--- config.mk ---
export PLATFORM = sky130hd
export DESIGN_NAME = regex_cpu_multi
export DESIGN_NICKNAME = d
export VERILOG_FILES = /design/src/rtl/regex_cpu_multi.sv
export SDC_FILE = /design/constraint.sdc
export NUM_CORES = 1
export LEC_CHECK = 0
export ABC_AREA = 1
export CAP_MARGIN = 25
export CORE_MARGIN = 4
export CORE_UTILIZATION = 35
export CTS_CLUSTER_DIAMETER = 100
export DETAILED_ROUTE_END_ITERATION = 16
export GPL_ROUTABILITY_DRIVEN = 1
export PLACE_DENSITY = 0.63
export SKIP_LAST_GASP = 1
export SYNTH_ARGS = -nofsm -noshare
export SYNTH_HDL_FRONTEND = slang
export SYNTH_SLANG_ARGS = --single-unit
export TNS_END_PERCENT = 100
--- constraint.sdc ---
create_clock -name clk -period 1.54 [get_ports clk]
set_input_delay 0.308 -clock clk [delete_from_list [all_inputs] [get_ports clk]]
set_output_delay 0.308 -clock clk [all_outputs]
set_load 0.02 [all_outputs]
--- src/rtl/regex_cpu_multi.sv ---
// regex_cpu_multi: one-thread-in-flight regex execution unit (fetch, execute, emit 0..2 successors).
// Define REGEX_CPU_PERF_COUNTERS_EN to add saturating instr_count / accept_count outputs.
module regex_cpu_multi #(
   parameter int PC_WIDTH          = 8,
   parameter int CC_ID_BITS        = 2,
   parameter int CHARACTER_WIDTH   = 8,
   parameter int MEMORY_WIDTH      = 16,
   parameter int MEMORY_ADDR_WIDTH = 11
) (
   input  logic                                            clk,
   input  logic                                            rst,
`ifdef REGEX_CPU_PERF_COUNTERS_EN
   output logic [31:0]                                     instr_count,
   output logic [31:0]                                     accept_count,
`endif
   input  logic [(2**CC_ID_BITS)*CHARACTER_WIDTH-1:0]      current_characters,
   input  logic [2**CC_ID_BITS-1:0]                        end_of_string,
   input  logic                                            input_pc_valid,
   input  logic [PC_WIDTH-1:0]                             input_pc,
   input  logic [CC_ID_BITS-1:0]                           input_cc_id,
   output logic                                            input_pc_ready,
   output logic                                            memory_valid,
   output logic [MEMORY_ADDR_WIDTH-1:0]                    memory_addr,
   input  logic                                            memory_ready,
   input  logic [MEMORY_WIDTH-1:0]                         memory_data,
   output logic                                            output_pc_valid,
   output logic [PC_WIDTH-1:0]                             output_pc,
   output logic [CC_ID_BITS-1:0]                           output_cc_id,
   input  logic                                            output_pc_ready,
   output logic                                            accepts
);

   typedef enum logic [2:0] {S_IDLE, S_FETCH, S_WAIT, S_EXEC, S_OUT_A, S_OUT_B} state_t;

   localparam logic [2:0] OP_ACCEPT     = 3'b000;
   localparam logic [2:0] OP_SPLIT      = 3'b001;
   localparam logic [2:0] OP_MATCH      = 3'b010;
   localparam logic [2:0] OP_JMP        = 3'b011;
   localparam logic [2:0] OP_MATCH_ANY  = 3'b101;
   localparam logic [2:0] OP_ACCEPT_P   = 3'b110;
   localparam logic [2:0] OP_NOT_MATCH  = 3'b111;

   state_t                    state_q, state_d;
   logic [PC_WIDTH-1:0]       pc_q, a_pc_q, b_pc_q;
   logic [CC_ID_BITS-1:0]     cc_q, a_cc_q;
   logic [MEMORY_WIDTH-1:0]   ir_q;
   logic                      split_q, accepts_q;

   logic [2:0]                op;
   logic [MEMORY_WIDTH-4:0]   dat;
   logic [CHARACTER_WIDTH-1:0] ch;
   logic                      eos, ex_a_vld, ex_split, ex_acc;
   logic [PC_WIDTH-1:0]       ex_a_pc;
   logic [CC_ID_BITS-1:0]     ex_a_cc;

   // Instruction decode; only meaningful while in EXEC.
   always_comb begin
      op       = ir_q[MEMORY_WIDTH-1:MEMORY_WIDTH-3];
      dat      = ir_q[MEMORY_WIDTH-4:0];
      ch       = current_characters[int'(cc_q)*CHARACTER_WIDTH +: CHARACTER_WIDTH];
      eos      = end_of_string[cc_q];
      ex_a_vld = 1'b0;
      ex_split = 1'b0;
      ex_acc   = 1'b0;
      ex_a_pc  = pc_q + PC_WIDTH'(1);
      ex_a_cc  = cc_q;
      case (op)
         OP_ACCEPT:    ex_acc = eos;
         OP_SPLIT:     begin ex_a_vld = 1'b1; ex_split = 1'b1; end
         OP_MATCH:     if (!eos && ch == dat[CHARACTER_WIDTH-1:0]) begin
                          ex_a_vld = 1'b1;
                          ex_a_cc  = cc_q + CC_ID_BITS'(1);
                       end
         OP_JMP:       begin ex_a_vld = 1'b1; ex_a_pc = dat[PC_WIDTH-1:0]; end
         OP_MATCH_ANY: if (!eos) begin
                          ex_a_vld = 1'b1;
                          ex_a_cc  = cc_q + CC_ID_BITS'(1);
                       end
         OP_ACCEPT_P:  ex_acc = 1'b1;
         OP_NOT_MATCH: ex_a_vld = !eos && ch != dat[CHARACTER_WIDTH-1:0];
         default:      ;
      endcase
   end

   always_ff @(posedge clk) begin
      if (rst) state_q <= S_IDLE;
      else     state_q <= state_d;
   end

   always_comb begin
      state_d = state_q;
      case (state_q)
         S_IDLE:  if (input_pc_valid) state_d = S_FETCH;
         S_FETCH: if (memory_ready) state_d = S_WAIT;
         S_WAIT:  state_d = S_EXEC;
         S_EXEC:  state_d = ex_a_vld ? S_OUT_A : S_IDLE;
         S_OUT_A: if (output_pc_ready) state_d = split_q ? S_OUT_B : S_IDLE;
         S_OUT_B: if (output_pc_ready) state_d = S_IDLE;
         default: state_d = S_IDLE;
      endcase
   end

   always_ff @(posedge clk) begin
      if (rst) begin
         pc_q      <= '0;
         cc_q      <= '0;
         ir_q      <= '0;
         a_pc_q    <= '0;
         a_cc_q    <= '0;
         b_pc_q    <= '0;
         split_q   <= 1'b0;
         accepts_q <= 1'b0;
      end else begin
         accepts_q <= (state_q == S_EXEC) && ex_acc;
         if (state_q == S_IDLE && input_pc_valid) begin
            pc_q <= input_pc;
            cc_q <= input_cc_id;
         end
         if (state_q == S_WAIT) ir_q <= memory_data;
         if (state_q == S_EXEC) begin
            a_pc_q  <= ex_a_pc;
            a_cc_q  <= ex_a_cc;
            b_pc_q  <= dat[PC_WIDTH-1:0];
            split_q <= ex_split;
         end
      end
   end

   // Outputs are forced low while rst is high, whatever state is still registered.
   always_comb begin
      input_pc_ready  = !rst && state_q == S_IDLE;
      memory_valid    = !rst && state_q == S_FETCH;
      memory_addr     = rst ? '0 : MEMORY_ADDR_WIDTH'(pc_q);
      output_pc_valid = !rst && (state_q == S_OUT_A || state_q == S_OUT_B);
      output_pc       = '0;
      output_cc_id    = '0;
      if (output_pc_valid) begin
         output_pc    = (state_q == S_OUT_B) ? b_pc_q : a_pc_q;
         output_cc_id = a_cc_q;
      end
      accepts         = !rst && accepts_q;
   end

`ifdef REGEX_CPU_PERF_COUNTERS_EN
   logic [31:0] instr_count_q, accept_count_q;

   always_ff @(posedge clk) begin
      if (rst) begin
         instr_count_q  <= '0;
         accept_count_q <= '0;
      end else begin
         if (state_q == S_EXEC && instr_count_q != '1) instr_count_q <= instr_count_q + 32'd1;
         if (accepts_q && accept_count_q != '1) accept_count_q <= accept_count_q + 32'd1;
      end
   end

   assign instr_count  = instr_count_q;
   assign accept_count = accept_count_q;
`endif

endmodule
==> flow_summary.ini, run 1 <==
[outcome]
status = finished with violations
violations = setup timing

[timing]
fin_crit_sh = 1.187
setup_viol = 29
layout_setup_ws_ps = -288.6
hold_ws_ps = 454.1
fmax_mhz = 546.9
rsz0062_at_grt = yes
hold_violations = 0
fin_crit_ps = 1829
drv_slew = 0
finalClockSkew_ps = 9.015

[placement]
portBuffers = 83
place_area_mm2 = 0.003831
globalplace.congestion = 0.7975
pre_cts_ws_ps = -616.3
place_hpwl_um = 6100

[pwr]
p_per_area_mw_per_mm2 = 931.5
p_comb_frac = 0.422
seq_power_share = 0.342
p_sw_frac = 0.3478
peakVddDrop_mv = 0.4453
p_int_mw = 2.674
clkPwrFrac = 0.236
switchingPower_mw = 1.426
power_mw = 4.100
p_leak_nw = 1.807

[setup_path]
cp_data_arrival_time_ps = 1520
rrSetupSlack_ps = -200
slowest_delay_ps = 360
critPathRequiredTime_ps = 1230
cp_cell_sequence = nor2_4 -> inv_2 -> o21ai_2 -> nand2_2 -> buf_12 -> a21oi_2 -> buf_4
critPathMaxFanout = 8
critPathLaunchType = flip-flop
crit_type = flip-flop to output pin
end_kind = output pin
slowest_stage = dfxtp_4

[yosys]
ys_seq_area_frac = 0.3398
synthFlopType = dfxtp_1
synth_top_area_frac = 0.3398
synth_area_leaders = dfxtp_1 (34%), nand2_1 (15%), a21oi_1 (7.7%)
synth_top_family_by_area = simple AND/OR/NAND/NOR gates
synthSimpleGateAreaFrac = 0.3349
synthXorXnorAreaFrac = 0.01351
yosys.area_share.adder = 0.004826
ys_seq_elements = 44
yosysMostFrequentCell = nand2_1
syn_inst = 412
synth_edf_count = 0
yosysTopAreaCell = dfxtp_1
synth-compound-area-share = 0.1935
avgSynthCellArea_um2 = 6.292
ys_top_cells_by_count = nand2_1 (106), dfxtp_1 (44), a21oi_1 (40), inv_1 (40), nor2_1 (40)
yosys-mux-area-fraction = 0
syn_area_mm2 = 0.002592
ys_async_sr_fraction = 0
ys_warn_count = 0
ys_types = 29

[global_routing]
grt_overflow = 0
antenna_found_initial = 0
grt_pass1_wl_um = 13570
grt_pass1_vias = 2984
grt_max_degree = 34
grt_usage = 0.1910

[cells_and_area]
num-nets-final = 600
diodes = 0
syn_to_final_growth_pct = 69.79
final_util = 0.6101
post_route_cells_drive_above_1_share = 0.2664
fin_area_mm2 = 0.004402

[clock_tree]
clock-sinks = 44
clock_path_buffers = 2
cts-root-buf = clkbuf_8
cts_max_level = 2
clock_latency_ps = 300
cts_tree = done
cts_inserted_buffers = 5
clk_pin_slew_ps = 80

[die]
fp-row-count = 31
ios = 92
start_util = 0.3593
coreArea_mm2 = 0.007214
die_area_mm2 = 0.008848
die_h_um = 94.07
chipWidth_um = 94.07

[route]
vias = 3110
drt_pass1_iterations = 4
viasPerCell = 4.921
route.detailed.drc = 0
drt_iter0_markers = 148
ant_nets = 0
wl_um = 8632
post_drt_wl_per_cell_um = 13.66

[worst_hold_path]
holdCritPathClass = flip-flop to flip-flop

[run]
maxCapViolations = 0
power groups by stage:
stage	Sequential, mW	Combinational [mW]	Clock (mW)
2_1_floorplan	1.37	0.826	0
3_3_place_gp	1.38	1.36	0
3_5_place_dp	1.39	1.37	0
4_1_cts	1.38	1.48	0.979
5_1_grt	1.43	1.91	1.02
6_report	1.40	1.73	0.967
critical path, delay by kind of cell (launching register included):
family | cells | cell delay, ps
simple gates | 2 | 220
buf+inv | 3 | 380
flops | 1 | 360
compound gates | 2 | 250
cells in the final DEF (no fill, tap or decap), drive strengths merged:
| master | netlist | final |
|---|---|---|
| nand2 | 106 | 106 |
| buf | 13 | 65 |
| clkdlybuf4s50 | 0 | 60 |
| dfxtp | 44 | 44 |
| nor2 | 42 | 42 |
| inv | 41 | 41 |
| a21oi | 40 | 40 |
| o21ai | 39 | 39 |
| nand3 | 35 | 35 |
| clkbuf | 13 | 12 |
| nand4 | 10 | 10 |
| nor3 | 7 | 7 |
| clkdlybuf4s15 | 0 | 5 |
| xor2 | 4 | 4 |
| o211ai | 4 | 4 |
| conb | 1 | 3 |
| a211oi | 3 | 3 |
| a31oi | 3 | 3 |
| nand3b | 2 | 2 |
| o41ai | 1 | 1 |
| a32o | 1 | 1 |
| o21bai | 1 | 1 |
| a41oi | 1 | 1 |
| ha | 1 | 1 |
| bufinv | 0 | 1 |
| clkinvlp | 0 | 1 |
| dlygate4sd2 | 0 | 1 |
state kept, by name, summed over array words and instances, names as in the netlist:
signal     cells
a_cc_q         2
a_pc_q         8
accepts_q      1
b_pc_q         8
cc_q           2
ir_q          11
pc_q           8
split_q        1
state_q        3
area by class of cell:
class                           count  area, µm²
Multi-Input combinational cell    303       1715
Timing Repair Buffer              136       1365
Fill cell                         703       2813
Clock inverter                      1      30.03
Clock buffer                        7      96.34
Inverter                           41      168.9
Timing Repair inverter              1      7.507
Tap cell                           99      123.9
Sequential cell                    44      894.6
what timing repair did:
item / CTS / global route
hold buffers: 0 / 0
pin swaps: 8 / 21
gates cloned: 1 / 3
setup buffers: 5 / 10
setup endpoints to repair: 40 / 56
resized for setup: 124 / 76
cell families (layout without fill, tap and decap cells):
| kind of cell | Yosys count | count (layout) |
|---|---|---|
| other cells | 1 | 3 |
| buf+inv | 67 | 186 |
| fa+ha+maj | 1 | 1 |
| flops | 44 | 44 |
| compound gates | 93 | 93 |
| xor+xnor | 4 | 4 |
| simple gates | 202 | 202 |
per-layer routing:
metal / vias up / track usage / wire length [µm]
li1: 1594 / - / -
met1: 1447 / 0.2356 / 3737
met2: 60 / 0.3430 / 4438
met3: 9 / 0.03205 / 352
met4: 0 / 0.04693 / 104
met5: - / 0 / 0
through the flow:
| step | TNS [ps] | cells |
|---|---|---|
| 2_1_floorplan | 0 | 414 |
| 3_3_place_gp | -12890 | 608 |
| 3_5_place_dp | -13250 | 608 |
| 4_1_cts | -3395 | 621 |
| 5_1_grt | -6075 | 632 |
| 6_report | -4126 | 632 |
worst paths after layout:
check | from | end | depth (start not counted)
hold reg to reg | ir_q[15]$_SDFFE_PP0P_ | split_q$_SDFFE_PP0P_ | 1
setup / recovery | state_q[1]$_SDFFE_PP0P_ | output_pc[7] | 7
hold / removal | ir_q[15]$_SDFFE_PP0P_ | split_q$_SDFFE_PP0P_ | 1
setup reg to reg | cc_q[0]$_SDFFE_PP0P_ | a_cc_q[1]$_SDFFE_PP0P_ | 12
No activity file was read; power rests on OpenSTA's default activity.
==> inputs of run 2 (changes only) <==
--- a/config.mk
+++ b/config.mk
@@ -7,7 +7,7 @@
 export LEC_CHECK = 0
 export ABC_AREA = 1
 export CAP_MARGIN = 25
-export CORE_MARGIN = 4
+export CORE_MARGIN = 2
 export CORE_UTILIZATION = 35
 export CTS_CLUSTER_DIAMETER = 100
 export DETAILED_ROUTE_END_ITERATION = 16
==> run 2 against run 1 <==
- the flow still finishes with violations (setup timing)
- via count shrank 0.48%
- global-route usage grew 0.89 points
- clock-buffer cell count is the same
- wire length is essentially flat
- final area grew 3.0%
- highest routed layer unchanged
==> flow_summary.ini, run 2 (same netlist as run 1, synthesis figures left out) <==
[timing]
layout_setup_ws_ps = -255.9
drv_slew = 0
setup_viol = 28
fmax_mhz = 556.8
fin_crit_ps = 1796
finalClockSkew_ps = 5.629
fin_crit_sh = 1.166
hold_violations = 0
rsz0062_at_grt = yes

[placement]
dp.cells = 610
globalplace.congestion = 0.7963
place_hpwl_um = 5995
portBuffers = 83
pre_cts_ws_ps = -631.3

[clock_tree]
clock-sinks = 44
clk_pin_slew_ps = 80
clock_latency_ps = 300
cts_tree = done
hold_buffers = 0
cts_inserted_buffers = 5
cts_max_level = 2
cts-root-buf = clkbuf_8
clock_path_buffers = 2

[setup_path]
cp.buffers_inverters = 3
end_kind = output pin
critPathRequiredTime_ps = 1230
slowest_delay_ps = 370
cp_cell_sequence = nor2_4 -> inv_2 -> o21ai_4 -> nand2_4 -> buf_8 -> a21oi_4 -> buf_6
cp_data_arrival_time_ps = 1490
crit_type = flip-flop to output pin
critPathMaxFanout = 5
slowest_stage = dfxtp_4
critPathLaunchType = flip-flop
cp_top_family = flip-flops

[cells_and_area]
fill_cells = 680
layoutNonFillerInstCount = 636
final_cell_mix = nand2_1 (93), clkdlybuf4s50_1 (60), dfxtp_1 (40)
num-nets-final = 604
top_register = ir_q
diodes = 0
final_common_cell = nand2_1
final_util = 0.6282
post_route_cells_drive_above_1_share = 0.2980
largest_reg_flops = 11
syn_to_final_growth_pct = 74.81

[route]
ant_nets = 0
post_drt_wl_per_cell_um = 13.58
viasPerCell = 4.866
wl_um = 8636
route.detailed.drc = 0
drt_pass1_iterations = 4
drt_iter0_markers = 112
vias = 3095

[die]
chipWidth_um = 90.07
coreArea_mm2 = 0.007214
die_h_um = 90.07
start_util = 0.3593
ios = 92
die_area_mm2 = 0.008112
fp-row-count = 31

[outcome]
violations = setup timing
status = finished with violations

[pwr]
p_leak_nw = 1.850
p_per_area_mw_per_mm2 = 888.9
power_mw = 4.028
peakVddDrop_mv = 0.4988

[global_routing]
grt_pass1_vias = 2966
grt_overflow = 0
grt_pass1_wl_um = 13410
grt_usage = 0.1999
antenna_found_initial = 0
grt_max_degree = 34

[worst_hold_path]
holdCritPathClass = flip-flop to flip-flop

[run]
maxCapViolations = 0
run 2: layout make-up:
class                   instances  area, µm²  area share
multi-input cells             303       1807      0.3987
repair buffers                141       1444      0.3186
flip-flops and latches         44      893.4      0.1971
inverters                      41      170.2     0.03755
well taps                      99      123.9     0.02733
clock buffers                   7      86.33     0.01905
clock inverters                 1      7.507    0.001657
run 2: power breakdown:
part / switching (mW) / internal (mW)
registers: 0.123 / 1.28
clock network: 0.403 / 0.365
logic: 0.955 / 0.907
run 2: repair_timing:
action                     in CTS  in global routing
buffers inserted                9                  8
hold endpoints to repair        0                  0
setup endpoints to repair      32                 52
pin swaps                       8                 23
gates cloned                    2                  3
gates resized for setup       124                105
run 2: path summary, 6_finish.rpt:
kind	startpoint	to	slack, ps	cells after the start
worst min-delay path	ir_q[15]$_SDFFE_PP0P_	split_q$_SDFFE_PP0P_	450	1
worst max-delay path	state_q[1]$_SDFFE_PP0P_	output_pc[5]	-260	7
worst max register to register	state_q[0]$_SDFFE_PP0P_	a_pc_q[5]$_SDFFE_PP0P_	-250	10
worst min register to register	ir_q[15]$_SDFFE_PP0P_	split_q$_SDFFE_PP0P_	450	1
run 2: per-layer routing:
| metal | GRT usage | routed length (µm) |
|---|---|---|
| met1 | 0.2447 | 3795 |
| met3 | 0.04107 | 326 |
| met4 | 0.02821 | 61 |
| met2 | 0.3678 | 4453 |
| met5 | 0 | 0 |
run 2: per-stage QoR:
step	instance area, µm²	setup TNS, ps	hold slack [ps]
final	4532	-5086	454.8
after global routing	4532	-8160	479.1
after CTS	4125	-3735	460.0
after detailed placement	3834	-13510	443.5
after global placement	3834	-12990	440.7
after floorplan	2719	0	386.5
run 2: worst reg2reg max path: stages, from the launching register on:
cell and delay [ps]:
dfxtp_4 380, buf_6 100, buf_6 110, inv_4 40
buf_6 100, nor3_2 130, buf_4 190, clkinvlp_4 220
a31oi_4 220, o21ai_2 80, a21oi_1 140
